==> config.mk <==
export PLATFORM = sky130hd
export DESIGN_NAME = uart_tx_serializer
export DESIGN_NICKNAME = d
export VERILOG_FILES = /design/src/rtl/uart_pkg.sv /design/src/rtl/uart_baud_gen.sv /design/src/rtl/uart_tx_serializer.sv
export SDC_FILE = /design/constraint.sdc
export NUM_CORES = 1
export LEC_CHECK = 0
export ABC_AREA = 1
export BUFFER_PORTS_ARGS = -buffer_cell sky130_fd_sc_hd__buf_2
export CAP_MARGIN = 20
export CORE_MARGIN = 4
export CORE_UTILIZATION = 44
export CTS_CLUSTER_DIAMETER = 120
export DETAILED_ROUTE_END_ITERATION = 8
export GPL_TIMING_DRIVEN = 0
export PLACE_DENSITY_LB_ADDON = 0.12
export SYNTH_ARGS = -nofsm -noshare
export SYNTH_HDL_FRONTEND = slang
export SYNTH_SLANG_ARGS = --single-unit
export TNS_END_PERCENT = 30
==> constraint.sdc <==
create_clock -name clk_tx_i -period 1.27 [get_ports clk_tx_i]
set_input_delay 0.1905 -clock clk_tx_i [delete_from_list [all_inputs] [get_ports clk_tx_i]]
set_output_delay 0.1905 -clock clk_tx_i [all_outputs]
set_load 0.01 [all_outputs]
==> src/rtl/uart_pkg.sv <==
// Shared UART definitions: frame constants and the TX state encoding.
// Kept separate so the receive side can reuse the same constants.
package uart_pkg;

  localparam int   UART_DATA_BITS  = 8;
  localparam logic UART_IDLE_LEVEL = 1'b1;

  typedef enum logic [2:0] {
    ST_IDLE,
    ST_REQ,
    ST_WAIT_DATA,
    ST_START_BIT,
    ST_DATA_BITS,
    ST_STOP_BIT,
    ST_DONE
  } uart_state_e;

endpackage

==> src/rtl/uart_baud_gen.sv <==
// Bit-period timer: bit_tick marks the last clock of each UART bit.
// The count restarts from zero whenever the enable drops.
module uart_baud_gen #(
  parameter int CLKS_PER_BIT = 434
) (
  input  logic clk_tx_i,
  input  logic reset,
  input  logic en,
  output logic bit_tick
);

  localparam int            CW   = (CLKS_PER_BIT > 1) ? $clog2(CLKS_PER_BIT) : 1;
  localparam logic [CW-1:0] LAST = CW'(CLKS_PER_BIT - 1);

  logic [CW-1:0] r_cnt;

  always_ff @(posedge clk_tx_i) begin
    if (reset || !en) begin
      r_cnt <= '0;
    end else if (r_cnt == LAST) begin
      r_cnt <= '0;
    end else begin
      r_cnt <= r_cnt + 1'b1;
    end
  end

  assign bit_tick = en && (r_cnt == LAST);

endmodule

==> src/rtl/uart_tx_serializer.sv <==
// Pulls NUM_BYTES bytes from the FIFO read port and sends each as an 8N1 frame.
// state        | meaning
// ST_IDLE      | line high, waiting for start
// ST_REQ       | raise fifo_read
// ST_WAIT_DATA | hold fifo_read until fifo_rd_done, latch byte
// ST_START_BIT | line low for one bit period
// ST_DATA_BITS | shift out 8 data bits LSB first
// ST_STOP_BIT  | line high for one bit period, count byte
// ST_DONE      | one-cycle tx_done, back to idle
module uart_tx_serializer
  import uart_pkg::*;
#(
  parameter int CLKS_PER_BIT = 434,
  parameter int NUM_BYTES    = 8
) (
  input  logic       clk_tx_i,
  input  logic       reset,
  input  logic       start,
  input  logic       fifo_rd_done,
  input  logic [7:0] fifo_data_in,
  output logic       fifo_read,
  output logic       tx_o,
  output logic       tx_busy,
  output logic       tx_done
);

  localparam logic [7:0] LAST_BYTE = 8'(NUM_BYTES);
  localparam logic [2:0] LAST_BIT  = 3'(UART_DATA_BITS - 1);

  uart_state_e r_state;
  logic [7:0]  r_shift;
  logic [7:0]  r_byte_cnt;
  logic [2:0]  r_bit_idx;
  logic        r_fifo_read;
  logic        r_tx;
  logic        r_busy;
  logic        r_done;
  logic        w_baud_en;
  logic        w_bit_tick;
  logic [7:0]  w_byte_cnt_next;

  assign w_baud_en = (r_state == ST_START_BIT) || (r_state == ST_DATA_BITS) ||
                     (r_state == ST_STOP_BIT);
  assign w_byte_cnt_next = r_byte_cnt + 8'd1;

  uart_baud_gen #(
    .CLKS_PER_BIT(CLKS_PER_BIT)
  ) u_baud (
    .clk_tx_i(clk_tx_i),
    .reset   (reset),
    .en      (w_baud_en),
    .bit_tick(w_bit_tick)
  );

  always_ff @(posedge clk_tx_i) begin
    if (reset) begin
      r_state     <= ST_IDLE;
      r_shift     <= '0;
      r_byte_cnt  <= '0;
      r_bit_idx   <= '0;
      r_fifo_read <= 1'b0;
      r_tx        <= UART_IDLE_LEVEL;
      r_busy      <= 1'b0;
      r_done      <= 1'b0;
    end else begin
      r_done <= 1'b0;
      case (r_state)
        ST_IDLE: begin
          if (start) begin
            r_byte_cnt <= '0;
            r_busy     <= 1'b1;
            r_state    <= ST_REQ;
          end
        end
        ST_REQ: begin
          r_fifo_read <= 1'b1;
          r_state     <= ST_WAIT_DATA;
        end
        ST_WAIT_DATA: begin
          if (fifo_rd_done) begin
            r_shift     <= fifo_data_in;
            r_fifo_read <= 1'b0;
            r_tx        <= 1'b0;
            r_state     <= ST_START_BIT;
          end
        end
        ST_START_BIT: begin
          if (w_bit_tick) begin
            r_tx      <= r_shift[0];
            r_bit_idx <= '0;
            r_state   <= ST_DATA_BITS;
          end
        end
        ST_DATA_BITS: begin
          // line is registered, so the next bit is presented from shift[1]
          if (w_bit_tick) begin
            r_shift <= {1'b0, r_shift[7:1]};
            if (r_bit_idx == LAST_BIT) begin
              r_tx    <= UART_IDLE_LEVEL;
              r_state <= ST_STOP_BIT;
            end else begin
              r_tx      <= r_shift[1];
              r_bit_idx <= r_bit_idx + 1'b1;
            end
          end
        end
        ST_STOP_BIT: begin
          if (w_bit_tick) begin
            r_byte_cnt <= w_byte_cnt_next;
            if (w_byte_cnt_next == LAST_BYTE) begin
              r_done  <= 1'b1;
              r_busy  <= 1'b0;
              r_state <= ST_DONE;
            end else begin
              r_state <= ST_REQ;
            end
          end
        end
        ST_DONE: begin
          r_state <= ST_IDLE;
        end
        default: begin
          r_state <= ST_IDLE;
        end
      endcase
    end
  end

  assign fifo_read = r_fifo_read;
  assign tx_o      = r_tx;
  assign tx_busy   = r_busy;
  assign tx_done   = r_done;

endmodule

======== Word-level counts from Yosys, hierarchy flattened ========
Index checks and enable logic that the tools add are counted.
word-level totals
  register bits after elaboration ......... 35
  output and inout bits ................... 4
  word-level logic and storage cells ...... 79
operators by class
  add/subtract/negate cells ............... 3
  equality and inequality tests ........... 16
  muxes and demuxes ....................... 29
  bitwise operators ....................... 2
  reductions and logical operators ........ 20
operator list
  cell                   count
  $mux W8                4
  $pmux W8 S2            2
  $mux W3                10
  $pmux W3 S6            1
  $reduce_and A4 Y1      3
  $ne A2 B1 Y1 const B   5
  $add A9 B1 Y9 const B  1
  $eq A3 B3 Y1 const B   3
  $eq A9 B9 Y1 const B   1
  $add A8 B1 Y8 const B  1
  $eq A8 B4 Y1 const B   1
  $mux W1                8
  $reduce_bool A2 Y1     4
  $eq A3 B2 Y1 const B   2
  $ne A2 B2 Y1 const B   3
  $pmux W3 S2            1
  $reduce_and A3 Y1      2
  $reduce_and A6 Y1      1
  $pmux W1 S2            2
  $add A3 B1 Y3 const B  1
  $eq A3 B1 Y1 const B   1
  $logic_not A3 Y1       1
  $logic_or A1 B1 Y1     3
  $pmux W1 S3            1
  7 further kinds        8

======== Longest topological paths before layout ========
  depth after elaboration ................. 6
  depth in mapped cells ................... 11

======== By module ========
Synthesis repeated with hierarchy kept, for this count alone.
second synthesis, totals
  cells, all modules ...................... 268
  area, all modules ....................... 1839.3 um^2
modules (own cells, without submodules)
  module              instances  cells an instance  area each (um^2)
  uart_tx_serializer  1          203                1371.3
  uart_baud_gen       1          65                 467.9

======== Worst setup path after synthesis ========
Ideal clock, no wire load.
  kind .................................... flip-flop to flip-flop
  from .................................... register r_byte_cnt[0]
  to ...................................... register r_busy, in the netlist tx_busy
  setup time .............................. 0.134 ns
  data arrival time ....................... 1.264 ns
  data required time ...................... 1.136 ns
  slack ................................... -0.128 ns
  stages on the path, launching flop included .. 9
  cells stage by stage .................... dfxtp_1 ha_1 nand3_1 o21bai_1 nand2_1 nor2_1 nand3_1 o21ai_0 a21oi_1
between the ends
  longest elaborated chain between the ends .. 4
ends and longest elaborated chain
  item                         line                       source
  from (decl)                  uart_tx_serializer.sv:32   logic [7:0] r_byte_cnt;
  from (signal assigned)       uart_tx_serializer.sv:109  r_byte_cnt <= w_byte_cnt_next;
  $add A8 B1 Y8                uart_tx_serializer.sv:44   assign w_byte_cnt_next = r_byte_cnt + 8'd1;
  $eq A8 B4 Y1                 uart_tx_serializer.sv:110  if (w_byte_cnt_next == LAST_BYTE) begin
  $ne A2 B1 Y1 (no line)       n/a
  $reduce_and A4 Y1 (no line)  n/a
  to (signal assigned)         uart_tx_serializer.sv:63   r_busy <= 1'b0;
  to (signal assigned)         uart_tx_serializer.sv:71   r_busy <= 1'b1;
  to (signal assigned)         uart_tx_serializer.sv:112  r_busy <= 1'b0;
  to (decl)                    uart_tx_serializer.sv:36   logic r_busy;
Every way passes these cells.
A chain may end at the register's enable or synchronous reset.

======== Final worst setup path ========
  from .................................... register r_state[1]
  to ...................................... register r_byte_cnt[6]
between the ends
  longest elaborated chain between the ends .. 6
ends and longest elaborated chain
  item                                                 line                      source
  from (decl)                                          uart_tx_serializer.sv:30  uart_state_e r_state;
  from (signal assigned)                               uart_tx_serializer.sv:57  r_state <= ST_IDLE;
  from (signal assigned)                               uart_tx_serializer.sv:72  r_state <= ST_REQ;
  from (signal assigned)                               uart_tx_serializer.sv:77  r_state <= ST_WAIT_DATA;
  $eq A3 B2 Y1 / $eq A3 B3 Y1 (equally long branches)  uart_tx_serializer.sv:42  assign w_baud_en = (r_state == ST_START_BIT) || (r_state == ST_DATA_BITS) ||
  $logic_or A1 B1 Y1 (2 in a row)                      uart_tx_serializer.sv:42
  $logic_and A1 B1 Y1                                  uart_baud_gen.sv:27       assign bit_tick = en && (r_cnt == LAST);
  $ne A2 B1 Y1 (no line)                               n/a
  $reduce_and A3 Y1 (no line)                          n/a
Several ways; a longest one is shown, not always the timed one.

==> metrics.md <==
| Metric | Value |
|---|---|
| Status | complete, but fails checks |
| Violated checks | setup timing |
| Global Route Usage Sum | 17.1% |
| Crit path max fanout | 6 |
| CTS Sinks | 35 |
| Multi-input logic area | 1230 µm² |
| Reg clk slew, reported paths | approximately 0.070 ns |
| Initial Util | approximately 47% |
| Top delay family on crit path | flip-flops |
| Top-count cell post-synth | nand2_1 |
| DIE AREA | ~5400 µm² |
| Crit path from | r_state[1] |
| Critical Path AT | 1.70 ns |
| Final Critical Period | 1.52 ns |
| Post-synth top area cell | dfxtp_1 |
| Die Y | 73.8 µm |
| Maxcap violations | 0 |
| Setup slack after placement | -0.224 ns |
| Synthesized flop and latch total | 35 |
| Net Count, Synth | 280 |
| Worst hold path class | in2reg |
| Worst r2r dst | r_byte_cnt[6] |
| Mean post-synth cell area | 7.27 µm² |
| Asr flop ratio synth | 0% |
| Max Clk Rate | 0.658 GHz |
| Final HPWL DP | 2780 µm |
| Register area share after synthesis | a little under two fifths |
| First-pass GRT wire length | ~7200 µm |
| H-tree depth | 2 |
| IO buf count | 15 |
| Vias/cell | 5.01 |
| Largest net degree at the start of global routing | 11 |
| Setup Skew | between 0.005 and 0.006 ns |
| Fill count | 357 |
| CTS Buf Count | 5 |
| Post-synth EDFFs | 0 |
| Number of iterations in the first detailed-routing pass | 4 |
| Syn Std Cell Area | ~1900 µm² |
| Starting DRT DRC Count | between 90 and 100 |
| CP peak stage delay | 0.43 ns |
| Initial antenna violation count | 0 |
| Routed wire length | 4230 µm |
| Reg2reg start | r_state[1] |
| Vias in the first global route | 1624 |
| Slew HR | 60.5% |
| Nets@finish | around 320 |
| Post-route ant nets | 0 |
| I/O pins | 16 |
| CP Capture Point | r_byte_cnt[6] |
| Final Hold Fails | 0 |
| Sequential Area | roughly 700 µm² |
| Clk_lat worst skew | 0.29 ns |
| Unrepaired setup endpoints after global routing | yes |
| Post-synth cell types | 37 |
| Leakage power | 1.09 nW |
| Yosys warns | 0 |
| Post-DR wirelength/cell | 12.0 µm |
| Post-synth top cells | nand2_1 (61), dfxtp_1 (35), inv_1 (25) |
| ANT cells | 0 |
| Clk buf depth | 2 |
| Setup ws final | -0.251 ns |
| Row cnt | 23 |
| Kind of critical path | reg2reg |
| Final setup vio count | 32 |
| Post-synth top flop | dfxtp_1 |
| Post-route insts no fill | 351 |
| Core Util, Final | approximately 62% |
| Share of post-route cells with drive strength above 1 | 38.5% |
| Critical path startpoint category | flip-flop |
| Worst slew pin tran | around 0.59 ns |
| CTS tree | done |
| Worst path bufs/invs | 3 |
| Pwr Density | 1800 nW/µm² |
| Area contributors post-synth | dfxtp_1 (37%), nand2_1 (12%), a21oi_1 (5.0%) |
| Grt total ovfl | 0 |
| DRC | 0 |
| Critical Path RT | around 1.5 ns |
| Via count | 1760 |
| Part of the cycle the worst path needs | 120% |
| Crit. path cell count | 7 |
| R2R depth | 7 |
| Tot Pwr | 4.57 mW |
| Cell total after placement | around 330 |
| Max-slew violation count | 0 |
| Worst IR Drop VDD | 0.903 mV |
| Clock root cell | clkbuf_8 |
| Core Area | roughly 4100 µm² |
| Routability cong. | 0.780 |
| Synth top area share | between 30% and 40% |
| Worst path cell trace | inv_1, nand3_2, inv_2, o21ai_4, clkinvlp_4, o21ai_1, nor2_1 |
| CTS Hold Bufs | 0 |
| Cell count after synthesis | 262 |
| Area Growth Syn to Fin | 33.4% |
| Slowest CP cell | dfxtp_1 |
| R2R Setup Slk | -0.25 ns |
| CP endpoint kind | flip-flop |
| Setup TNS | -4.41 ns |
| Chip width | 73.8 µm |
==> cell type report <==
type | count | share of cell area [%]
plain buffers | 7 | 2.71
clock buffers | 7 | 3.84
inverters | 32 | 5.02
multi-input cells | 188 | 48.4
flip-flops and latches | 35 | 28.3
well taps | 50 | 2.46
repair buffers | 31 | 8.92
repair inverters | 1 | 0.296
==> per-layer routing <==
layer	vias to the layer above	part of all wire (%)	GRT usage (%)
met1	795	47	21.6
met3	7	2.8	4.24
li1	935	-	-
met4	0	2.0	8.25
met5	-	0	0
met2	23	48	27.0
==> state kept, by name (all words and copies together), names as in the netlist <==
register / count
fifo_read: 1
r_bit_idx: 3
r_byte_cnt: 8
r_shift: 8
r_state: 3
tx_busy: 1
tx_done: 1
tx_o: 1
u_baud.r_cnt: 9
==> layout by cell type, fill, tap and decap left out, types with 3 or more instances in the layout <==
master,count
o21ai_2,6
ha_4,4
nand2_2,8
nor2_4,5
o21ai_1,8
clkbuf_8,5
a31oi_1,8
a21oi_1,17
buf_2,16
nand2_4,6
nand3_2,6
nor2_2,5
buf_6,7
nor2_1,13
nand2_1,55
nand4_1,4
dfxtp_1,26
inv_4,3
inv_1,22
dfxtp_4,3
dfxtp_2,6
inv_2,7
buf_4,12
o21ai_0,5
nand3_1,14
==> cells by family (layout without fill, tap and decap cells) <==
kind of cell,after synthesis,count (layout),share of synthesized area (%)
simple gates,126,126,32.3
fa+ha+maj,6,6,3.94
compound gates,54,54,16.6
xor+xnor,2,2,0.920
flops,35,35,36.8
buf+inv,39,78,9.46
==> worst min path at each step <==
stage	end	slack, ns	startpoint	cells after the start
5_1_grt	r_shift[4]	0.17	fifo_data_in[4]	3
4_1_cts	r_shift[4]	0.15	fifo_data_in[4]	3
2_1_floorplan	r_shift[0]	0.35	fifo_data_in[0]	2
3_3_place_gp	u_baud.r_cnt[0]	0.43	u_baud.r_cnt[0]	1
3_5_place_dp	u_baud.r_cnt[0]	0.43	u_baud.r_cnt[0]	1
6_report	r_shift[4]	0.16	fifo_data_in[4]	3
==> worst min-delay path, stage by stage <==
cell and delay, ns:
buf_2 0.09, nand2_1 0.05, a31oi_1 0.07
==> repair_timing <==
action                     CTS  global route
setup buffers               10             5
setup endpoints to repair   34            34
cloned                       1             1
resized for setup           30            29
pin swaps                   18             9
==> through the flow <==
step / cell area (µm²) / hold slack, ns
global route: 2540 / 0.166
finish: 2540 / 0.156
CTS: 2410 / 0.152
global placement: 2100 / 0.431
floorplan: 1960 / 0.350
detailed placement: 2100 / 0.434
==> report_power, final <==
part / internal (mW) / total [mW] / switching (mW)
Clock: 0.496 / 0.885 / 0.390
Combinational: 0.858 / 2.06 / 1.20
Sequential: 1.37 / 1.63 / 0.252
(Power assumes the default switching activity.)
